<file path="src/rtl/rca_config_pkg.sv">
// Shared types, sizing and packet classification for the RCA configuration path.
package rca_config_pkg;

    localparam int NUM_RCAS           = 3;
    localparam int NUM_READ_PORTS     = 5;
    localparam int NUM_WRITE_PORTS    = 2;
    localparam int NUM_GRID_MUXES     = 32;
    localparam int GRID_MUX_INPUTS    = 8;
    localparam int GRID_NUM_ROWS      = 4;
    localparam int IO_UNIT_MUX_INPUTS = 4;

    localparam int GRID_SEL_W   = $clog2(GRID_MUX_INPUTS);
    localparam int IO_SEL_W     = $clog2(IO_UNIT_MUX_INPUTS);
    localparam int RESULT_SEL_W = $clog2(GRID_NUM_ROWS);
    localparam int REG_ADDR_W   = 5;
    localparam int ID_W         = 3;

    // Address fields are wide enough to carry out-of-range requests from issue,
    // so malformed packets can be detected rather than silently aliased.
    localparam int RCA_SEL_W     = $clog2(NUM_RCAS + 1);
    localparam int PORT_SEL_W    = $clog2(NUM_READ_PORTS);
    localparam int GRID_ADDR_W   = $clog2(NUM_GRID_MUXES) + 1;
    localparam int IO_ADDR_W     = $clog2(GRID_NUM_ROWS) + 1;
    localparam int RESULT_ADDR_W = $clog2(NUM_WRITE_PORTS) + 1;
    localparam int WR_IDX_W      = $clog2(NUM_WRITE_PORTS);

    typedef logic [ID_W-1:0] id_t;

    typedef enum logic [2:0] {
        CFG_CPU_REG,
        CFG_GRID_MUX,
        CFG_IO_MUX,
        CFG_RESULT_MUX,
        CFG_INVALID
    } rca_cfg_op_t;

    // rca_sel must remain the most significant field: the FIFO exposes entry MSBs as tags.
    typedef struct packed {
        logic [RCA_SEL_W-1:0]     rca_sel;
        logic                     rca_use_instr;
        logic                     rca_cpu_reg_config;
        logic                     rca_grid_mux_config;
        logic                     rca_io_mux_config;
        logic                     rca_result_mux_config;
        logic                     rca_cpu_src_dest;
        logic [PORT_SEL_W-1:0]    rca_cpu_port_sel;
        logic [REG_ADDR_W-1:0]    rca_cpu_reg_addr;
        logic [GRID_ADDR_W-1:0]   grid_mux_addr;
        logic [GRID_SEL_W-1:0]    grid_mux_sel;
        logic [IO_ADDR_W-1:0]     io_mux_addr;
        logic [IO_SEL_W-1:0]      io_mux_sel;
        logic [RESULT_ADDR_W-1:0] rca_result_mux_addr;
        logic [RESULT_SEL_W-1:0]  rca_result_mux_sel;
    } rca_inputs_t;

    typedef struct packed {
        rca_inputs_t pkt;
        id_t         id;
    } cfg_entry_t;

    typedef struct packed {
        logic [NUM_READ_PORTS-1:0][REG_ADDR_W-1:0]  src;
        logic [NUM_WRITE_PORTS-1:0][REG_ADDR_W-1:0] dest;
    } rca_cfg_regs_t;

    // Exactly one config flag with no use-instr, and every address in range.
    function automatic rca_cfg_op_t classify_cfg(input rca_inputs_t p);
        rca_cfg_op_t op;
        logic        bad;
        case ({p.rca_cpu_reg_config, p.rca_grid_mux_config,
               p.rca_io_mux_config, p.rca_result_mux_config})
            4'b1000: op = CFG_CPU_REG;
            4'b0100: op = CFG_GRID_MUX;
            4'b0010: op = CFG_IO_MUX;
            4'b0001: op = CFG_RESULT_MUX;
            default: op = CFG_INVALID;
        endcase
        bad = p.rca_use_instr
            || (p.rca_sel >= RCA_SEL_W'(NUM_RCAS))
            || (p.grid_mux_addr >= GRID_ADDR_W'(NUM_GRID_MUXES))
            || (p.io_mux_addr >= IO_ADDR_W'(GRID_NUM_ROWS))
            || (p.rca_result_mux_addr >= RESULT_ADDR_W'(NUM_WRITE_PORTS))
            || (p.rca_cpu_port_sel >= (p.rca_cpu_src_dest ? PORT_SEL_W'(NUM_WRITE_PORTS)
                                                           : PORT_SEL_W'(NUM_READ_PORTS)));
        if (bad) begin
            op = CFG_INVALID;
        end
        return op;
    endfunction

endpackage

</file>
<file path="src/rtl/taiga_fifo.sv">
// Small circular FIFO; entries are written in place at the write pointer.
// Also exposes per-entry valid bits and the top TAG_W bits of every entry.
module taiga_fifo #(
    parameter int DATA_WIDTH = 8,
    parameter int FIFO_DEPTH = 2,
    parameter int TAG_W      = 1
) (
    input  logic                                 clk,
    input  logic                                 rst_n,
    input  logic                                 push,
    input  logic                                 pop,
    input  logic [DATA_WIDTH-1:0]                data_in,
    output logic [DATA_WIDTH-1:0]                data_out,
    output logic                                 valid,
    output logic                                 full,
    output logic [FIFO_DEPTH-1:0]                entry_valid,
    output logic [FIFO_DEPTH-1:0][TAG_W-1:0]     entry_tags
);

    localparam int PTR_W = $clog2(FIFO_DEPTH);
    localparam int CNT_W = $clog2(FIFO_DEPTH + 1);

    logic [FIFO_DEPTH-1:0][DATA_WIDTH-1:0] mem_q, mem_d;
    logic [PTR_W-1:0] wr_ptr_q, wr_ptr_d;
    logic [PTR_W-1:0] rd_ptr_q, rd_ptr_d;
    logic [CNT_W-1:0] count_q, count_d;
    logic [PTR_W-1:0] offset;
    logic             push_ok;
    logic             pop_ok;

    assign full     = (count_q == CNT_W'(FIFO_DEPTH));
    assign valid    = (count_q != '0);
    assign data_out = mem_q[rd_ptr_q];
    assign push_ok  = push && !full;
    assign pop_ok   = pop && valid;

    // Next-state for storage, pointers and occupancy.
    always_comb begin
        mem_d    = mem_q;
        wr_ptr_d = wr_ptr_q;
        rd_ptr_d = rd_ptr_q;
        if (push_ok) begin
            mem_d[wr_ptr_q] = data_in;
            wr_ptr_d        = wr_ptr_q + 1'b1;
        end
        if (pop_ok) begin
            rd_ptr_d = rd_ptr_q + 1'b1;
        end
        count_d = count_q + CNT_W'(push_ok) - CNT_W'(pop_ok);
    end

    // Per-entry occupancy and tag view, used for per-target pending tracking.
    always_comb begin
        entry_valid = '0;
        entry_tags  = '0;
        offset      = '0;
        for (int unsigned i = 0; i < FIFO_DEPTH; i++) begin
            offset         = PTR_W'(i) - rd_ptr_q;
            entry_valid[i] = (CNT_W'(offset) < count_q);
            entry_tags[i]  = mem_q[i][DATA_WIDTH-1 -: TAG_W];
        end
    end

    // FIFO state registers.
    always_ff @(posedge clk or negedge rst_n) begin
        if (!rst_n) begin
            mem_q    <= '0;
            wr_ptr_q <= '0;
            rd_ptr_q <= '0;
            count_q  <= '0;
        end else begin
            mem_q    <= mem_d;
            wr_ptr_q <= wr_ptr_d;
            rd_ptr_q <= rd_ptr_d;
            count_q  <= count_d;
        end
    end

endmodule

</file>
<file path="src/rtl/rca_config_unit.sv">
// Buffers RCA config packets from issue, applies them to per-RCA config
// tables once the target RCA is idle, and reports completion to writeback.
module rca_config_unit
    import rca_config_pkg::*;
(
    input  logic                                                clk,
    input  logic                                                rst_n,
    input  logic                                                cfg_valid,
    output logic                                                cfg_ready,
    input  rca_inputs_t                                         cfg,
    input  id_t                                                 cfg_id,
    input  logic [NUM_RCAS-1:0]                                 rca_busy,
    output logic [NUM_RCAS-1:0]                                 cfg_pending,
    output logic                                                done_valid,
    output id_t                                                 done_id,
    output logic                                                done_err,
    output rca_cfg_regs_t [NUM_RCAS-1:0]                        rca_cfg,
    output logic [NUM_RCAS*NUM_GRID_MUXES*GRID_SEL_W-1:0]       grid_mux_sel,
    output logic [NUM_RCAS*GRID_NUM_ROWS*IO_SEL_W-1:0]          io_mux_sel,
    output logic [NUM_RCAS*NUM_WRITE_PORTS*RESULT_SEL_W-1:0]    result_mux_sel
);

    typedef enum logic {IDLE, DONE} state_t;

    localparam int FIFO_DEPTH = 2;

    state_t state_q, state_d;
    id_t    done_id_q, done_id_d;
    logic   done_err_q, done_err_d;

    rca_cfg_regs_t [NUM_RCAS-1:0] regs_q, regs_d;
    logic [NUM_RCAS-1:0][NUM_GRID_MUXES-1:0][GRID_SEL_W-1:0]    grid_q, grid_d;
    logic [NUM_RCAS-1:0][GRID_NUM_ROWS-1:0][IO_SEL_W-1:0]       io_q, io_d;
    logic [NUM_RCAS-1:0][NUM_WRITE_PORTS-1:0][RESULT_SEL_W-1:0] result_q, result_d;

    cfg_entry_t  fifo_head;
    logic        fifo_valid;
    logic        fifo_full;
    logic        fifo_pop;
    logic [FIFO_DEPTH-1:0]                fifo_entry_valid;
    logic [FIFO_DEPTH-1:0][RCA_SEL_W-1:0] fifo_entry_sel;
    rca_cfg_op_t head_op;

    taiga_fifo #(
        .DATA_WIDTH ($bits(cfg_entry_t)),
        .FIFO_DEPTH (FIFO_DEPTH),
        .TAG_W      (RCA_SEL_W)
    ) u_cfg_fifo (
        .clk         (clk),
        .rst_n       (rst_n),
        .push        (cfg_valid && cfg_ready),
        .pop         (fifo_pop),
        .data_in     ({cfg, cfg_id}),
        .data_out    (fifo_head),
        .valid       (fifo_valid),
        .full        (fifo_full),
        .entry_valid (fifo_entry_valid),
        .entry_tags  (fifo_entry_sel)
    );

    assign cfg_ready      = !fifo_full;
    assign head_op        = classify_cfg(fifo_head.pkt);
    assign done_valid     = (state_q == DONE);
    assign done_id        = done_id_q;
    assign done_err       = done_err_q;
    assign rca_cfg        = regs_q;
    assign grid_mux_sel   = grid_q;
    assign io_mux_sel     = io_q;
    assign result_mux_sel = result_q;

    // An RCA has pending config while any buffered packet targets it.
    always_comb begin
        cfg_pending = '0;
        for (int unsigned i = 0; i < FIFO_DEPTH; i++) begin
            for (int unsigned r = 0; r < NUM_RCAS; r++) begin
                if (fifo_entry_valid[i] && (fifo_entry_sel[i] == RCA_SEL_W'(r))) begin
                    cfg_pending[r] = 1'b1;
                end
            end
        end
    end

    // Apply/complete FSM: head packet is written and popped on the same edge.
    always_comb begin
        state_d    = state_q;
        done_id_d  = done_id_q;
        done_err_d = done_err_q;
        fifo_pop   = 1'b0;
        regs_d     = regs_q;
        grid_d     = grid_q;
        io_d       = io_q;
        result_d   = result_q;
        case (state_q)
            IDLE: begin
                if (fifo_valid) begin
                    if (head_op == CFG_INVALID) begin
                        fifo_pop   = 1'b1;
                        done_id_d  = fifo_head.id;
                        done_err_d = 1'b1;
                        state_d    = DONE;
                    end else if (!rca_busy[fifo_head.pkt.rca_sel]) begin
                        fifo_pop   = 1'b1;
                        done_id_d  = fifo_head.id;
                        done_err_d = 1'b0;
                        state_d    = DONE;
                        case (head_op)
                            CFG_CPU_REG: begin
                                if (fifo_head.pkt.rca_cpu_src_dest) begin
                                    regs_d[fifo_head.pkt.rca_sel].dest[fifo_head.pkt.rca_cpu_port_sel[WR_IDX_W-1:0]] =
                                        fifo_head.pkt.rca_cpu_reg_addr;
                                end else begin
                                    regs_d[fifo_head.pkt.rca_sel].src[fifo_head.pkt.rca_cpu_port_sel] =
                                        fifo_head.pkt.rca_cpu_reg_addr;
                                end
                            end
                            CFG_GRID_MUX: begin
                                grid_d[fifo_head.pkt.rca_sel][fifo_head.pkt.grid_mux_addr[GRID_ADDR_W-2:0]] =
                                    fifo_head.pkt.grid_mux_sel;
                            end
                            CFG_IO_MUX: begin
                                io_d[fifo_head.pkt.rca_sel][fifo_head.pkt.io_mux_addr[IO_ADDR_W-2:0]] =
                                    fifo_head.pkt.io_mux_sel;
                            end
                            CFG_RESULT_MUX: begin
                                result_d[fifo_head.pkt.rca_sel][fifo_head.pkt.rca_result_mux_addr[RESULT_ADDR_W-2:0]] =
                                    fifo_head.pkt.rca_result_mux_sel;
                            end
                            default: ;
                        endcase
                    end
                end
            end
            DONE: begin
                state_d = IDLE;
            end
            default: begin
                state_d = IDLE;
            end
        endcase
    end

    // State, completion record and config tables.
    always_ff @(posedge clk or negedge rst_n) begin
        if (!rst_n) begin
            state_q    <= IDLE;
            done_id_q  <= '0;
            done_err_q <= 1'b0;
            regs_q     <= '0;
            grid_q     <= '0;
            io_q       <= '0;
            result_q   <= '0;
        end else begin
            state_q    <= state_d;
            done_id_q  <= done_id_d;
            done_err_q <= done_err_d;
            regs_q     <= regs_d;
            grid_q     <= grid_d;
            io_q       <= io_d;
            result_q   <= result_d;
        end
    end

endmodule

</file>
<file path="config.mk">
export PLATFORM = sky130hd
export DESIGN_NAME = rca_config_unit
export DESIGN_NICKNAME = d
export VERILOG_FILES = /design/src/rtl/rca_config_pkg.sv /design/src/rtl/taiga_fifo.sv /design/src/rtl/rca_config_unit.sv
export SDC_FILE = /design/constraint.sdc
export NUM_CORES = 1
export LEC_CHECK = 0
export CORE_ASPECT_RATIO = 2
export CORE_MARGIN = 1
export CORE_UTILIZATION = 46
export CTS_CLUSTER_DIAMETER = 50
export CTS_CLUSTER_SIZE = 16
export DETAILED_ROUTE_END_ITERATION = 16
export GPL_ROUTABILITY_DRIVEN = 1
export PLACE_DENSITY_LB_ADDON = 0.08
export SLEW_MARGIN = 30
export SYNTH_ARGS = -nofsm -noshare
export SYNTH_HDL_FRONTEND = slang
export SYNTH_HIERARCHICAL = 1
export SYNTH_SLANG_ARGS = --single-unit
</file>
<file path="constraint.sdc">
create_clock -name clk -period 3.2 [get_ports clk]
set_clock_uncertainty 0.05 [all_clocks]
set_input_delay 0.32 -clock clk [delete_from_list [all_inputs] [get_ports clk]]
set_output_delay 0.32 -clock clk [all_outputs]
set_load 0.01 [all_outputs]
</file>
Word-level counts from Yosys, hierarchy flattened
Index checks and enable logic that the tools add are counted.
{"block": "word_totals", "latchBits": 0, "ram_bits": 0, "out_inout_bits": 438, "n_memories": 0, "register_bits": 512, "rom_bits": 0, "elab_cells": 270, "inputBits": 43}
{"block": "op_classes", "div": 0, "reduce_logical": 31, "eq_ne": 14, "n_bitwise": 3, "shift": 0, "order_cmp": 22, "mux": 51, "add_sub_neg": 6, "n_mul": 0}
{"op": "bitwise mux 288 bit", "n": 1}
{"op": "bitwise mux 105 bit", "n": 2}
{"op": "demux 96 bit (select 2 bit)", "n": 1}
{"op": "demux 35 bit (select 2 bit)", "n": 2}
{"op": "2-to-1 mux 37 bit", "n": 3}
{"op": "2-to-1 mux 105 bit", "n": 1}
{"op": "2-to-1 mux 96 bit", "n": 1}
{"op": "bitwise mux 74 bit", "n": 1}
{"op": "demux 37 bit (select 1 bit)", "n": 1}
{"op": "2-to-1 mux 35 bit", "n": 1}
{"op": "bitwise mux 24 bit", "n": 1}
{"op": "AND reduction 5 bit", "n": 4}
{"op": "demux 8 bit (select 2 bit)", "n": 1}
{"op": "logical AND 1 bit", "n": 16}
{"op": "demux 3 bit (select 5 bit)", "n": 1}
{"op": "demux 5 bit (select 3 bit)", "n": 1}
{"op": "2-to-1 mux 3 bit", "n": 5}
{"op": "2-to-1 mux 1 bit", "n": 13}
{"op": "bitwise mux 12 bit", "n": 1}
{"op": "case mux 3 bit (4 select lines)", "n": 1}
{"op": "2-to-1 mux 10 bit", "n": 1}
{"op": "2-to-1 mux 5 bit", "n": 2}
{"op": "demux 4 bit (select 2 bit)", "n": 1}
{"op": "< comparator 1 x 2 -> 1 bit (second input constant)", "n": 4}
{"op": "other kinds (41)", "n": 61}

Depth between registers and ports, before layout
{"block": "depth", "ltp_word": 15, "depth_mapped": 14, "depth_no_buf": 13}

Hierarchy
Netlist, hierarchy kept.
{"mod": "rca_config_unit", "area_per_inst_um2": 18068.6, "seq_area_each_um2": 10860.4, "cells_per_inst": 1213, "n_inst": 1}
{"mod": "taiga_fifo", "area_per_inst_um2": 3642.2, "seq_area_each_um2": 1951.9, "cells_per_inst": 222, "n_inst": 1}

Worst setup path after synthesis
Ideal clock, no wire load.
{"block": "synth_path", "path_type": "register to register", "start": "reg u_cfg_fifo.rd_ptr_q", "end": "reg u_cfg_fifo.count_q[1]", "arrival_ns": 3.329, "setup_slack_ns": -0.304, "stages_incl_launch_ff": 15, "cell_sequence": "dfrtp_1 clkbuf_1 mux2_2 inv_1 ha_1 or3b_2 a211oi_1 a31o_2 inv_1 and2_1 ha_1 inv_1 ha_1 xnor2_1 xnor2_1"}
{"element": "from (decl)", "line": "taiga_fifo.sv:25", "rtl": "logic [PTR_W-1:0] rd_ptr_q, rd_ptr_d;"}
{"element": "from (signal assigned)", "line": "taiga_fifo.sv:74", "rtl": "rd_ptr_q <= rd_ptr_d;"}
{"element": "to (signal assigned)", "line": "taiga_fifo.sv:75", "rtl": "count_q <= count_d;"}
{"element": "to (decl)", "line": "taiga_fifo.sv:26", "rtl": "logic [CNT_W-1:0] count_q, count_d;"}

==> summary.md <==
| Metric | Value |
|---|---|
| Synthesis-to-finish area growth | `35.4%` |
| CP Max Fanout | `8` |
| Worst setup EP type | `flop` |
| Worst Setup Slack, final | `0.0478 ns` |
| Worst vdd ir | `0.769 mV` |
| Die width | `156 µm` |
| Slowest cell on crit path | `dfrtp_2` |
| CP required | `3.61 ns` |
| Drt first pass iters | `5` |
| GRT Total Usage | `26.7%` |
| Port bufs | `480` |
| Fillers | `3,709` |
| WL/cell | `24.3 µm` |
| Fin crit period | `3.15 ns` |
| Slew @ Worst Pin | `0.899 ns` |
| DRT iter0 DRCs | `503` |
| Vias | `14,405` |
| Routed wire length | `64,200 µm` |
| RSZ-0062 raised after global routing | `true` |
| # DRC | `0` |
| Syn Inst Count | `1,435` |
| Status | `finished clean` |
| Max incr delay on CP | `0.49 ns` |
| Ys Warns | `6` |
| Initial Util | `46.5%` |
| Clk sinks | `512` |
| EDFF count, synth | `0` |
| Final Core Density | `63.0%` |
| Pleak | `13.5 nW` |
| Core box area | `0.0467 mm²` |
| Final Wtd Congestion | `0.878` |
| Final setup vio count | `0` |
| Main synth FF type | `dfrtp_1` |
| Max-slew violations | `0` |
| Final net count | `2,050` |
| Critical path type | `reg2reg` |
| Worst relative slew slack | `40.0%` |
| Post-route ant nets | `0` |
| Async set-reset flop share out of synthesis | `100%` |
| Row cnt | `112` |
| Inserted Clock Buffers | `39` |
| Worst slack, placed | `-0.0223 ns` |
| Share of cells above drive strength 1 | `40.8%` |
| Die ar. | `0.0481 mm²` |
| Vias per cell | `5.46` |
| Arrival @ worst endpoint | `3.56 ns` |
| Final Hold Viols | `0` |
| Number of global-route vias before repair | `15,554` |
| Reg2Reg Depth | `13` |
| Pwr/cell area | `697 mW/mm²` |
| CTS tree | `built` |
| Final Cell Area | `0.0294 mm²` |
| H-tree lvl count | `2` |
| Seq/Total Area, Yosys | `59.0%` |
| Synth unique cells | `61` |
| Maximum buffer depth of the clock tree | `3` |
| Top-level I/O count | `481` |
| Total power draw | `20.5 mW` |
| Final Cycle Share | `98.5%` |
| # Max-Cap Violations | `0` |
| Flops & latches, synth | `512` |
| Syn Std Cell Area | `0.0217 mm²` |
| Root buffer cell | `clkbuf_16` |
| First-pass GRT wire length | `96,200 µm` |
| Placed cell area | `0.0280 mm²` |
| Initial antenna violation count | `1` |
| Largest net degree at the start of global routing | `102` |
| Syn Nets | `1,483` |
| Clock slew at reported path FFs | `0.07 ns` |
| Critical Path, Cell by Cell | `buf_6 -> buf_4 -> mux2_4 -> a211o_1 -> a211oi_4 -> a31o_4 -> inv_1 -> and2_1 -> ha_1 -> inv_1 -> ha_1 -> xnor2_1 -> xnor2_1` |
| Mean Syn Cell Area | `15.1 µm²` |
| Worst-skew pair later-pin latency | `0.54 ns` |
| Chip height | `309 µm` |
| Hold Path Class | `in2async` |
| Hold Slack | `0.269 ns` |
| Grt total ovfl | `0` |
| DP Wirelength | `46,200 µm` |
| F_max | `0.317 GHz` |
| Setup crit start kind | `flop` |
layout make-up:
type | instances | area [µm²] | area share, %
diodes | 1 | 2.50 | 0.00851
repair buffers | 630 | 6110 | 20.8
flip-flops and latches | 512 | 12800 | 43.6
clock buffers | 45 | 1060 | 3.61
well taps | 627 | 785 | 2.67
clock inverters | 5 | 40.0 | 0.136
multi-input cells | 805 | 8540 | 29.0
inverters | 14 | 52.6 | 0.179
synthesized netlist by cell type (4+ instances only):
cell type	instances	area [µm²]
buf_1	5	18.8
buf_12	6	120
buf_2	14	70.1
buf_4	5	37.5
clkbuf_1	72	270
dfrtp_1	512	12800
ha_1	5	62.6
inv_1	14	52.6
mux2_2	510	5740
mux2_4	30	450
nand2_1	4	15.0
nand2b_1	7	43.8
nand3_1	22	110
nand4_1	45	282
nand4b_1	4	35.0
nor2_1	7	26.3
nor2b_1	4	25.0
nor3_1	19	95.1
nor4_1	34	213
nor4_2	47	588
or3_1	4	25.0
or3b_2	4	35.0
xnor2_1	4	35.0
cell usage in the layout, fill, tap and decap left out, drive strengths merged, types with 3 or more instances in the layout:
| master | netlist | final |
|---|---|---|
| nand3 | 22 | 22 |
| nor4b | 4 | 4 |
| nor2 | 7 | 7 |
| clkdlybuf4s50 | 0 | 479 |
| nor3 | 20 | 20 |
| nand2b | 8 | 8 |
| mux2 | 543 | 543 |
| or2 | 4 | 4 |
| ha | 5 | 5 |
| dfrtp | 512 | 512 |
| nand2 | 4 | 4 |
| clkinv | 0 | 5 |
| buf | 32 | 150 |
| nor4 | 83 | 83 |
| and3 | 4 | 4 |
| nor3b | 3 | 3 |
| a21o | 3 | 3 |
| inv | 14 | 14 |
| nor2b | 4 | 4 |
| nand4b | 4 | 4 |
| or3b | 4 | 4 |
| clkbuf | 72 | 45 |
| xnor2 | 4 | 4 |
| or3 | 4 | 4 |
| nand4 | 46 | 46 |
worst max-delay path: cells and delay by family, from the launching register on:
family | cells | cell delay [ns]
AOI/OAI and AO/OA | 3 | 0.81
and+or+nand+nor | 1 | 0.16
DFF | 1 | 0.49
xor gates and xnor gates | 2 | 0.32
buffers and inverters | 4 | 0.41
muxes | 1 | 0.36
adders and majority gates | 2 | 0.47
state kept, by name, summed over array words and instances, names as in the netlist, 2 cells and up:
| signal | cells |
|---|---|
| u_cfg_fifo/mem_q | 70 |
| grid_mux_sel | 288 |
| result_mux_sel | 12 |
| u_cfg_fifo/entry_tags | 4 |
| rca_cfg | 105 |
| done_id | 3 |
| u_cfg_fifo/count_q | 2 |
| io_mux_sel | 24 |
worst paths after layout:
path                                                 start                                to  slack (ns)
setup / recovery           u_cfg_fifo/rd_ptr_q$_DFFE_PN0P_   u_cfg_fifo/count_q[1]$_DFF_PN0_        0.05
max in group asynchronous                            rst_n           rca_cfg[20]$_DFFE_PN0P_        1.87
min in group clk                                   cfg[18]  u_cfg_fifo/mem_q[21]$_DFFE_PN0P_        0.37
setup reg to reg           u_cfg_fifo/rd_ptr_q$_DFFE_PN0P_   u_cfg_fifo/count_q[1]$_DFF_PN0_        0.05
hold / removal                                       rst_n     grid_mux_sel[136]$_DFFE_PN0P_        0.27
hold reg to reg              grid_mux_sel[278]$_DFFE_PN0P_     grid_mux_sel[278]$_DFFE_PN0P_        0.45
repair_timing:
action,in CTS,in global routing
hold buffers,1,0
setup endpoints to repair,8,211
pin swaps,0,6
gates resized for setup,1,38
hold endpoints to repair,50,0
buffers inserted,2,4
gates cloned,0,2
power breakdown:
group          switching (mW)  internal, mW
logic                    5.34          3.13
clock network            2.24          2.35
registers               0.381          7.06
per-stage QoR:
stage / TNS, ns / instances
floorplan: 0 / 1435
global placement: -0.0659 / 2579
detailed placement: -0.0658 / 2579
CTS: 0 / 2632
global route: -0.471 / 2639
finish: 0 / 2639
cell families after synthesis:
kind of cell    Yosys count  share of synthesized area [%]
compound gates           17                          0.674
xor+xnor                  5                          0.236
fa+ha+maj                 5                          0.288
buf+inv                 118                           2.73
flops                   512                           59.0
mux                     544                           28.7
simple gates            234                           8.33
metal layers:
| layer | global-route usage (%) | wire length [µm] | vias up |
|---|---|---|---|
| met5 | 0 | 0 | - |
| met4 | 11.5 | 2580 | 0 |
| met3 | 6.40 | 4230 | 112 |
| met2 | 48.9 | 34200 | 483 |
| met1 | 29.0 | 23200 | 7462 |
| li1 | - | - | 6348 |
Power figures use the tool's default switching activity.
